==> src/rtl/fifo_sync_param_pkg.sv <==
// Shared definitions for the parametrised synchronous FIFO.
//  - fifo_ptr_w / fifo_cnt_w : derive pointer and occupancy widths from depth
//  - fifo_status_t           : bundle of status/handshake flags, reusable by
//                              monitors and benches
package fifo_sync_param_pkg;

    // Pointer width: pointers wrap naturally modulo the (power-of-two) depth.
    function automatic int fifo_ptr_w(input int depth);
        return $clog2(depth);
    endfunction

    // Occupancy needs one extra bit so that "full" (count == depth) is representable.
    function automatic int fifo_cnt_w(input int depth);
        return $clog2(depth) + 1;
    endfunction

    typedef struct packed {
        logic full;
        logic empty;
        logic almostfull;
        logic almostempty;
        logic wr_ack;
        logic overflow;
        logic underflow;
    } fifo_status_t;

endpackage

==> src/rtl/fifo_sync_param_if.sv <==
// Producer/consumer bus of the synchronous FIFO.
//  master : the side driving requests (flush, wr_en, data_in, rd_en, levels)
//  slave  : the FIFO itself, returning data, pulses, flags, count, max_count
interface fifo_sync_param_if
    import fifo_sync_param_pkg::*;
#(
    parameter int FIFO_WIDTH = 16,
    parameter int FIFO_DEPTH = 8
);
    localparam int CNT_W = fifo_cnt_w(FIFO_DEPTH);

    logic                  flush;
    logic                  wr_en;
    logic [FIFO_WIDTH-1:0] data_in;
    logic                  rd_en;
    logic [CNT_W-1:0]      af_level;
    logic [CNT_W-1:0]      ae_level;
    logic [FIFO_WIDTH-1:0] data_out;
    logic                  wr_ack;
    logic                  overflow;
    logic                  underflow;
    logic                  full;
    logic                  empty;
    logic                  almostfull;
    logic                  almostempty;
    logic [CNT_W-1:0]      count;
    logic [CNT_W-1:0]      max_count;

    modport master (
        output flush, wr_en, data_in, rd_en, af_level, ae_level,
        input  data_out, wr_ack, overflow, underflow, full, empty,
               almostfull, almostempty, count, max_count
    );

    modport slave (
        input  flush, wr_en, data_in, rd_en, af_level, ae_level,
        output data_out, wr_ack, overflow, underflow, full, empty,
               almostfull, almostempty, count, max_count
    );

endinterface

==> src/rtl/fifo_sync_param_ram.sv <==
// Storage array of the FIFO: one synchronous write port, one asynchronous
// read port, no reset (contents are only meaningful between the pointers).
//  clk   : clock
//  we    : write enable
//  waddr : write address
//  wdata : write data
//  raddr : read address
//  rdata : read data (combinational from raddr)
module fifo_ram #(
    parameter int WIDTH  = 16,
    parameter int DEPTH  = 8,
    parameter int ADDR_W = $clog2(DEPTH)
) (
    input  logic              clk,
    input  logic              we,
    input  logic [ADDR_W-1:0] waddr,
    input  logic [WIDTH-1:0]  wdata,
    input  logic [ADDR_W-1:0] raddr,
    output logic [WIDTH-1:0]  rdata
);
    logic [WIDTH-1:0] mem [DEPTH];

    always_ff @(posedge clk) begin
        if (we) begin
            mem[waddr] <= wdata;
        end
    end

    assign rdata = mem[raddr];

endmodule

==> src/rtl/fifo_sync_param.sv <==
// Parametrised synchronous FIFO with programmable almost-full/almost-empty
// levels, occupancy count, sticky high-water mark, synchronous flush and
// selectable standard or first-word-fall-through read.
//  clk   : rising-edge clock
//  rst_n : synchronous active-low reset
//  bus   : slave side of fifo_sync_param_if (requests in, data/status out)
module fifo_sync_param
    import fifo_sync_param_pkg::*;
#(
    parameter int FIFO_WIDTH = 16,
    parameter int FIFO_DEPTH = 8,
    parameter bit FWFT       = 1'b0
) (
    input  logic            clk,
    input  logic            rst_n,
    fifo_sync_param_if.slave bus
);
    localparam int PTR_W = fifo_ptr_w(FIFO_DEPTH);
    localparam int CNT_W = fifo_cnt_w(FIFO_DEPTH);
    localparam logic [CNT_W-1:0] DEPTH_C = CNT_W'(FIFO_DEPTH);

    logic [PTR_W-1:0]      wr_ptr_reg, rd_ptr_reg;
    logic [CNT_W-1:0]      count_reg, count_next;
    logic [CNT_W-1:0]      max_count_reg, max_count_next;
    logic [FIFO_WIDTH-1:0] data_out_reg;
    logic [FIFO_WIDTH-1:0] ram_rd_data;
    logic                  wr_ack_reg, overflow_reg, underflow_reg;
    logic                  wr_acc, rd_acc, ram_we;
    fifo_status_t          status;

    // Acceptance is decided on the pre-edge flags, so a simultaneous
    // write+read at full becomes read-only and at empty becomes write-only.
    assign status.full        = (count_reg == DEPTH_C);
    assign status.empty       = (count_reg == '0);
    assign status.almostfull  = (count_reg >= bus.af_level);
    assign status.almostempty = (count_reg <= bus.ae_level);
    assign status.wr_ack      = wr_ack_reg;
    assign status.overflow    = overflow_reg;
    assign status.underflow   = underflow_reg;

    assign wr_acc = bus.wr_en && !status.full;
    assign rd_acc = bus.rd_en && !status.empty;
    assign ram_we = rst_n && !bus.flush && wr_acc;

    always_comb begin
        count_next = count_reg;
        if (wr_acc && !rd_acc) begin
            count_next = count_reg + CNT_W'(1);
        end else if (rd_acc && !wr_acc) begin
            count_next = count_reg - CNT_W'(1);
        end
        max_count_next = (count_next > max_count_reg) ? count_next : max_count_reg;
    end

    fifo_ram #(
        .WIDTH (FIFO_WIDTH),
        .DEPTH (FIFO_DEPTH),
        .ADDR_W(PTR_W)
    ) u_ram (
        .clk  (clk),
        .we   (ram_we),
        .waddr(wr_ptr_reg),
        .wdata(bus.data_in),
        .raddr(rd_ptr_reg),
        .rdata(ram_rd_data)
    );

    always_ff @(posedge clk) begin
        if (!rst_n) begin
            wr_ptr_reg    <= '0;
            rd_ptr_reg    <= '0;
            count_reg     <= '0;
            max_count_reg <= '0;
            wr_ack_reg    <= 1'b0;
            overflow_reg  <= 1'b0;
            underflow_reg <= 1'b0;
        end else if (bus.flush) begin
            wr_ptr_reg    <= '0;
            rd_ptr_reg    <= '0;
            count_reg     <= '0;
            max_count_reg <= '0;
            wr_ack_reg    <= 1'b0;
            overflow_reg  <= 1'b0;
            underflow_reg <= 1'b0;
        end else begin
            if (wr_acc) wr_ptr_reg <= wr_ptr_reg + PTR_W'(1);
            if (rd_acc) rd_ptr_reg <= rd_ptr_reg + PTR_W'(1);
            count_reg     <= count_next;
            max_count_reg <= max_count_next;
            wr_ack_reg    <= wr_acc;
            overflow_reg  <= bus.wr_en && status.full;
            underflow_reg <= bus.rd_en && status.empty;
        end
    end

    generate
        if (FWFT) begin : g_fwft
            // Head word is shown live while non-empty; the register tracks it
            // so the last shown word stays on data_out once the FIFO drains.
            always_ff @(posedge clk) begin
                if (!rst_n) begin
                    data_out_reg <= '0;
                end else if (!status.empty) begin
                    data_out_reg <= ram_rd_data;
                end
            end
            assign bus.data_out = status.empty ? data_out_reg : ram_rd_data;
        end else begin : g_std
            always_ff @(posedge clk) begin
                if (!rst_n) begin
                    data_out_reg <= '0;
                end else if (!bus.flush && rd_acc) begin
                    data_out_reg <= ram_rd_data;
                end
            end
            assign bus.data_out = data_out_reg;
        end
    endgenerate

    assign bus.full        = status.full;
    assign bus.empty       = status.empty;
    assign bus.almostfull  = status.almostfull;
    assign bus.almostempty = status.almostempty;
    assign bus.wr_ack      = status.wr_ack;
    assign bus.overflow    = status.overflow;
    assign bus.underflow   = status.underflow;
    assign bus.count       = count_reg;
    assign bus.max_count   = max_count_reg;

endmodule
==> src/flat_wrapper.sv <==
// flat-port wrapper written by rule: the top's interface ports become plain ports
module fifo_sync_param_flat import fifo_sync_param_pkg::*;
#(
    parameter int FIFO_WIDTH = 16,
    parameter int FIFO_DEPTH = 8,
    parameter bit FWFT       = 1'b0
)
  (clk, rst_n, bus_flush, bus_wr_en, bus_data_in, bus_rd_en, bus_af_level, bus_ae_level, bus_data_out, bus_wr_ack, bus_overflow, bus_underflow, bus_full, bus_empty, bus_almostfull, bus_almostempty, bus_count, bus_max_count);
  fifo_sync_param_if #(.FIFO_WIDTH(FIFO_WIDTH), .FIFO_DEPTH(FIFO_DEPTH)) bus_i ();
  input  logic clk;
  input  logic rst_n;
  input wire logic [$bits(bus_i.flush)-1:0] bus_flush;
  input wire logic [$bits(bus_i.wr_en)-1:0] bus_wr_en;
  input wire logic [$bits(bus_i.data_in)-1:0] bus_data_in;
  input wire logic [$bits(bus_i.rd_en)-1:0] bus_rd_en;
  input wire logic [$bits(bus_i.af_level)-1:0] bus_af_level;
  input wire logic [$bits(bus_i.ae_level)-1:0] bus_ae_level;
  output wire logic [$bits(bus_i.data_out)-1:0] bus_data_out;
  output wire logic [$bits(bus_i.wr_ack)-1:0] bus_wr_ack;
  output wire logic [$bits(bus_i.overflow)-1:0] bus_overflow;
  output wire logic [$bits(bus_i.underflow)-1:0] bus_underflow;
  output wire logic [$bits(bus_i.full)-1:0] bus_full;
  output wire logic [$bits(bus_i.empty)-1:0] bus_empty;
  output wire logic [$bits(bus_i.almostfull)-1:0] bus_almostfull;
  output wire logic [$bits(bus_i.almostempty)-1:0] bus_almostempty;
  output wire logic [$bits(bus_i.count)-1:0] bus_count;
  output wire logic [$bits(bus_i.max_count)-1:0] bus_max_count;
  assign bus_i.flush = bus_flush;
  assign bus_i.wr_en = bus_wr_en;
  assign bus_i.data_in = bus_data_in;
  assign bus_i.rd_en = bus_rd_en;
  assign bus_i.af_level = bus_af_level;
  assign bus_i.ae_level = bus_ae_level;
  assign bus_data_out = bus_i.data_out;
  assign bus_wr_ack = bus_i.wr_ack;
  assign bus_overflow = bus_i.overflow;
  assign bus_underflow = bus_i.underflow;
  assign bus_full = bus_i.full;
  assign bus_empty = bus_i.empty;
  assign bus_almostfull = bus_i.almostfull;
  assign bus_almostempty = bus_i.almostempty;
  assign bus_count = bus_i.count;
  assign bus_max_count = bus_i.max_count;
  fifo_sync_param #(.FIFO_WIDTH(FIFO_WIDTH), .FIFO_DEPTH(FIFO_DEPTH), .FWFT(FWFT)) u_core (.clk(clk), .rst_n(rst_n), .bus(bus_i));
endmodule
==> config.mk <==
export PLATFORM = sky130hd
export DESIGN_NAME = fifo_sync_param_flat
export DESIGN_NICKNAME = d
export VERILOG_FILES = /design/src/rtl/fifo_sync_param_pkg.sv /design/src/rtl/fifo_sync_param_if.sv /design/src/rtl/fifo_sync_param_ram.sv /design/src/rtl/fifo_sync_param.sv /design/src/flat_wrapper.sv
export SDC_FILE = /design/constraint.sdc
export NUM_CORES = 1
export LEC_CHECK = 0
export BUFFER_PORTS_ARGS = -buffer_cell sky130_fd_sc_hd__clkbuf_2
export CAP_MARGIN = 20
export CELL_PAD_IN_SITES_DETAIL_PLACEMENT = 1
export CELL_PAD_IN_SITES_GLOBAL_PLACEMENT = 1
export CORE_MARGIN = 2
export CORE_UTILIZATION = 45
export DETAILED_ROUTE_END_ITERATION = 16
export PLACE_DENSITY_LB_ADDON = 0.1
export SETUP_SLACK_MARGIN = 0.3
export SYNTH_ARGS = -nofsm -noshare
export SYNTH_HDL_FRONTEND = slang
export SYNTH_SLANG_ARGS = --single-unit
==> constraint.sdc <==
create_clock -name clk -period 4.2 [get_ports clk]
set_input_delay 0.63 -clock clk [delete_from_list [all_inputs] [get_ports clk]]
set_output_delay 0.63 -clock clk [all_outputs]
set_load 0.02 [all_outputs]
==> impl_metrics.ini <==
[clock_tree]
post-cts-setup-buffer-count = 0
cts-resized-gates = 0
cts_made_buffers = 17
ctsHoldBuffers = 0
clock_path_buffers = 2
cts.sinks = 161
tritoncts = built
clock_latency_ps = 420
cts-root-buf = clkbuf_16
clock_transition_at_the_registers_of_the_reported_paths_ps = 60
cts.htree.levels = 4

[yosys]
synth_warnings = 0
portion_of_netlist_area_occupied_by_mux_cells_pct = 13.91
netlist_top_cells_area = edfxtp_1 (60%), mux4_2 (11%), dfxtp_1 (10%)
yosys.area_share.xor_xnor_pct = 0.8206
dominant_combinational_cell_family_by_area_after_synthesis = multiplexers
mappedNetlistArea_um2 = 6404
syn-mean-instance-area_um2 = 16.63
dominant_cell_type_by_area_after_synthesis = edfxtp_1
syn_nets = 430
yosys_register_bits = 161
synthCells = 385
yosys.area_share.adder_pct = 3.126
synth_compound_area_share_pct = 4.201
synth.top_cell.area_share_pct = 60.02
post_synth_and_or_nand_nor_area_fraction_pct = 5.569
synth_cell_types = 38
share_of_the_yosys_chip_area_belonging_to_registers_pct = 70.34

[power]
p_leak_nw = 2.654
clkPwrFrac_pct = 44.5
power.switching_mw = 0.7889
switching_share_pct = 21.65
vdd.ir_drop.worst_v = 0.0002938
design_power_total_mw = 3.644
power.sequential.fraction_pct = 48.4
comb_power_share_pct = 7.0
cellInternalPower_mw = 2.855
power.density_cell_area_nw_per_um2 = 480.3

[run_status]
outcome = finished clean

[run]
drv.max_cap_violation_count = 0

[die]
floorplan.die.width_um = 123.3
fp.dieArea_um2 = 15200
fp.dieH_um = 123.3
rows = 43
floorplan.io_pins = 60
start_util_pct = 46.13
core-area_um2 = 13880

[global_routing]
grt_max_degree = 26
grt_antenna_before_repair = 0
grt_overflow = 0
grt_pass1_wl_um = 20710
via_count_of_the_first_global_routing_pass = 3653
grt_util_all_layers_pct = 19.29

[critical_path]
setup.worst_path.class = flop to flop
worst-endpoint-arrival_ps = 3630
setup.worst_path.end_class = flop
worst_setup_path_start_kind = flop
worst_ep_required_time_ps = 4510
critical_path_peak_fanout = 12

[routing]
routed-via-count = 3517
detail_route.wl_per_cell_um = 20.78
post-route-drc-count = 0
detail_route.vias_per_cell = 5.386
totalWireLength_um = 13570
drtIter0Drc = 218
drt_pre_antenna_iters = 4
antenna_left = 0

[place]
hpwlAfterDp_um = 8372
place.port_buffers = 59
place_congestion = 0.8145

[timing]
fin_crit_ps = 3320
fmax_ghz = 0.3012
relSlewSlack_pct = 36.95
layout_worst_path_cycle_share_pct = 79.06
totalNegativeSetupSlack_ps = 0
finalSetupViolCount = 0
unrepaired_setup_endpoints_after_global_routing = no
worstMarginPinSlew_ps = 945.7
final_hold_viol_count = 0
setup_clock_skew_after_layout_ps = 13.93
slew_viol_final = 0

[finish]
layout-drive-gt1-share_pct = 29.60
leading_cell_type_in_the_layout_fill_and_taps_excluded = edfxtp_1
seq_area_um2 = 4506
finish.net_count = 505
num_antenna_cells = 0
areaGrowthSynthToFinish_pct = 18.46
leading_cell_types_in_the_layout_fill_and_taps_excluded = edfxtp_1 (128), clkbuf_2 (59), nand2_1 (32), mux4_2 (32), dfxtp_1 (32)
fill_cells = 1329
multi_input_area_um2 = 1779
largest_reg_flops = 128

[min_path]
min-delay-path-class = flop to flop
[layer usage]
metal / global-route usage (%) / share of wire (%)
met5: 0 / 0
met4: 7.741 / 1.0
met3: 4.059 / 3.3
met2: 30.70 / 50
met1: 26.08 / 45
[cells by family (layout without fill, tap and decap cells)]
family          Yosys count  after routing
flops                   161            161
simple gates             77             77
mux                      49             49
compound gates           44             44
buf+inv                  32            120
fa+ha+maj                16             16
xor+xnor                  6              6
[synth_stat cells]
master     count
edfxtp_1     128
dfxtp_1       33
mux4_2        32
nand2_1       32
o21ai_0       23
mux2i_1       17
nor2_1        17
ha_1          16
inv_1         16
a21oi_1       10
buf_2          7
nand2b_1       7
clkbuf_1       6
nor2b_1        5
nor3_1         5
nand3_1        3
xnor2_1        3
xor2_1         3
buf_1          2
nand4_1        2
a211oi_2       1
a221oi_1       1
a41o_1         1
and2_1         1
clkinv_2       1
nand3b_1       1
nor2_2         1
o2111ai_1      1
o211a_1        1
o21a_1         1
o221ai_1       1
o221ai_2       1
o22ai_1        1
o31a_1         1
o31ai_1        1
or2b_1         1
or3_1          1
or3b_4         1
[layout make-up]
type	instances	area share (%)
tap	180	2.969
clock buffer	20	5.888
timing repair buffer	71	5.080
sequential	161	59.39
inverter	17	0.8577
clock inverter	12	2.359
multi-input combinational	192	23.45
[stage by stage]
step / instances / util (%) / hold WS, ps / cell area (um2) / setup WS, ps
5_1_grt: 653 / 54.65 / 487.7 / 7586 / 570.8
3_3_place_gp: 621 / 50.14 / 438.6 / 6960 / 1062
4_1_cts: 653 / 54.65 / 461.1 / 7586 / 859.1
2_1_floorplan: 385 / - / 497.6 / 6404 / 1001
3_5_place_dp: 621 / 50.14 / 446.6 / 6960 / 884.8
6_report: 653 / 54.65 / 459.6 / 7586 / 879.6
[worst paths after layout]
check | startpoint | endpoint | slack [ps] | cells past startpoint
min reg2reg | u_core.bus.data_out[14]$_SDFFE_PN0P_ | u_core.bus.data_out[14]$_SDFFE_PN0P_ | 460 | 2
max | u_core.bus.count[1]$_SDFF_PP0_ | u_core.bus.max_count[2]$_SDFFE_PP0N_ | 880 | 13
min | u_core.bus.data_out[14]$_SDFFE_PN0P_ | u_core.bus.data_out[14]$_SDFFE_PN0P_ | 460 | 2
max reg2reg | u_core.bus.count[1]$_SDFF_PP0_ | u_core.bus.max_count[2]$_SDFFE_PP0N_ | 880 | 13
[power groups by stage]
stage / Clock [mW] / Combinational, mW / Sequential (mW)
floorplan: 0 / 0.155 / 1.81
global placement: 0 / 0.247 / 1.80
detailed placement: 0 / 0.258 / 1.80
CTS: 1.65 / 0.260 / 1.77
global route: 1.72 / 0.285 / 1.77
finish: 1.62 / 0.256 / 1.76
[critical path, cell delays in order (launching register included)]
cell and delay (ps):
dfxtp_1 550, inv_1 80, ha_1 270, or3b_4 290
clkinv_2 70, nor2_2 200, o221ai_2 130, xnor2_1 330
ha_1 310, nand4_1 70, o21ai_0 100, a21oi_1 500
mux2i_1 250, nor2_1 50
No activity file was read; power rests on OpenSTA's default activity.
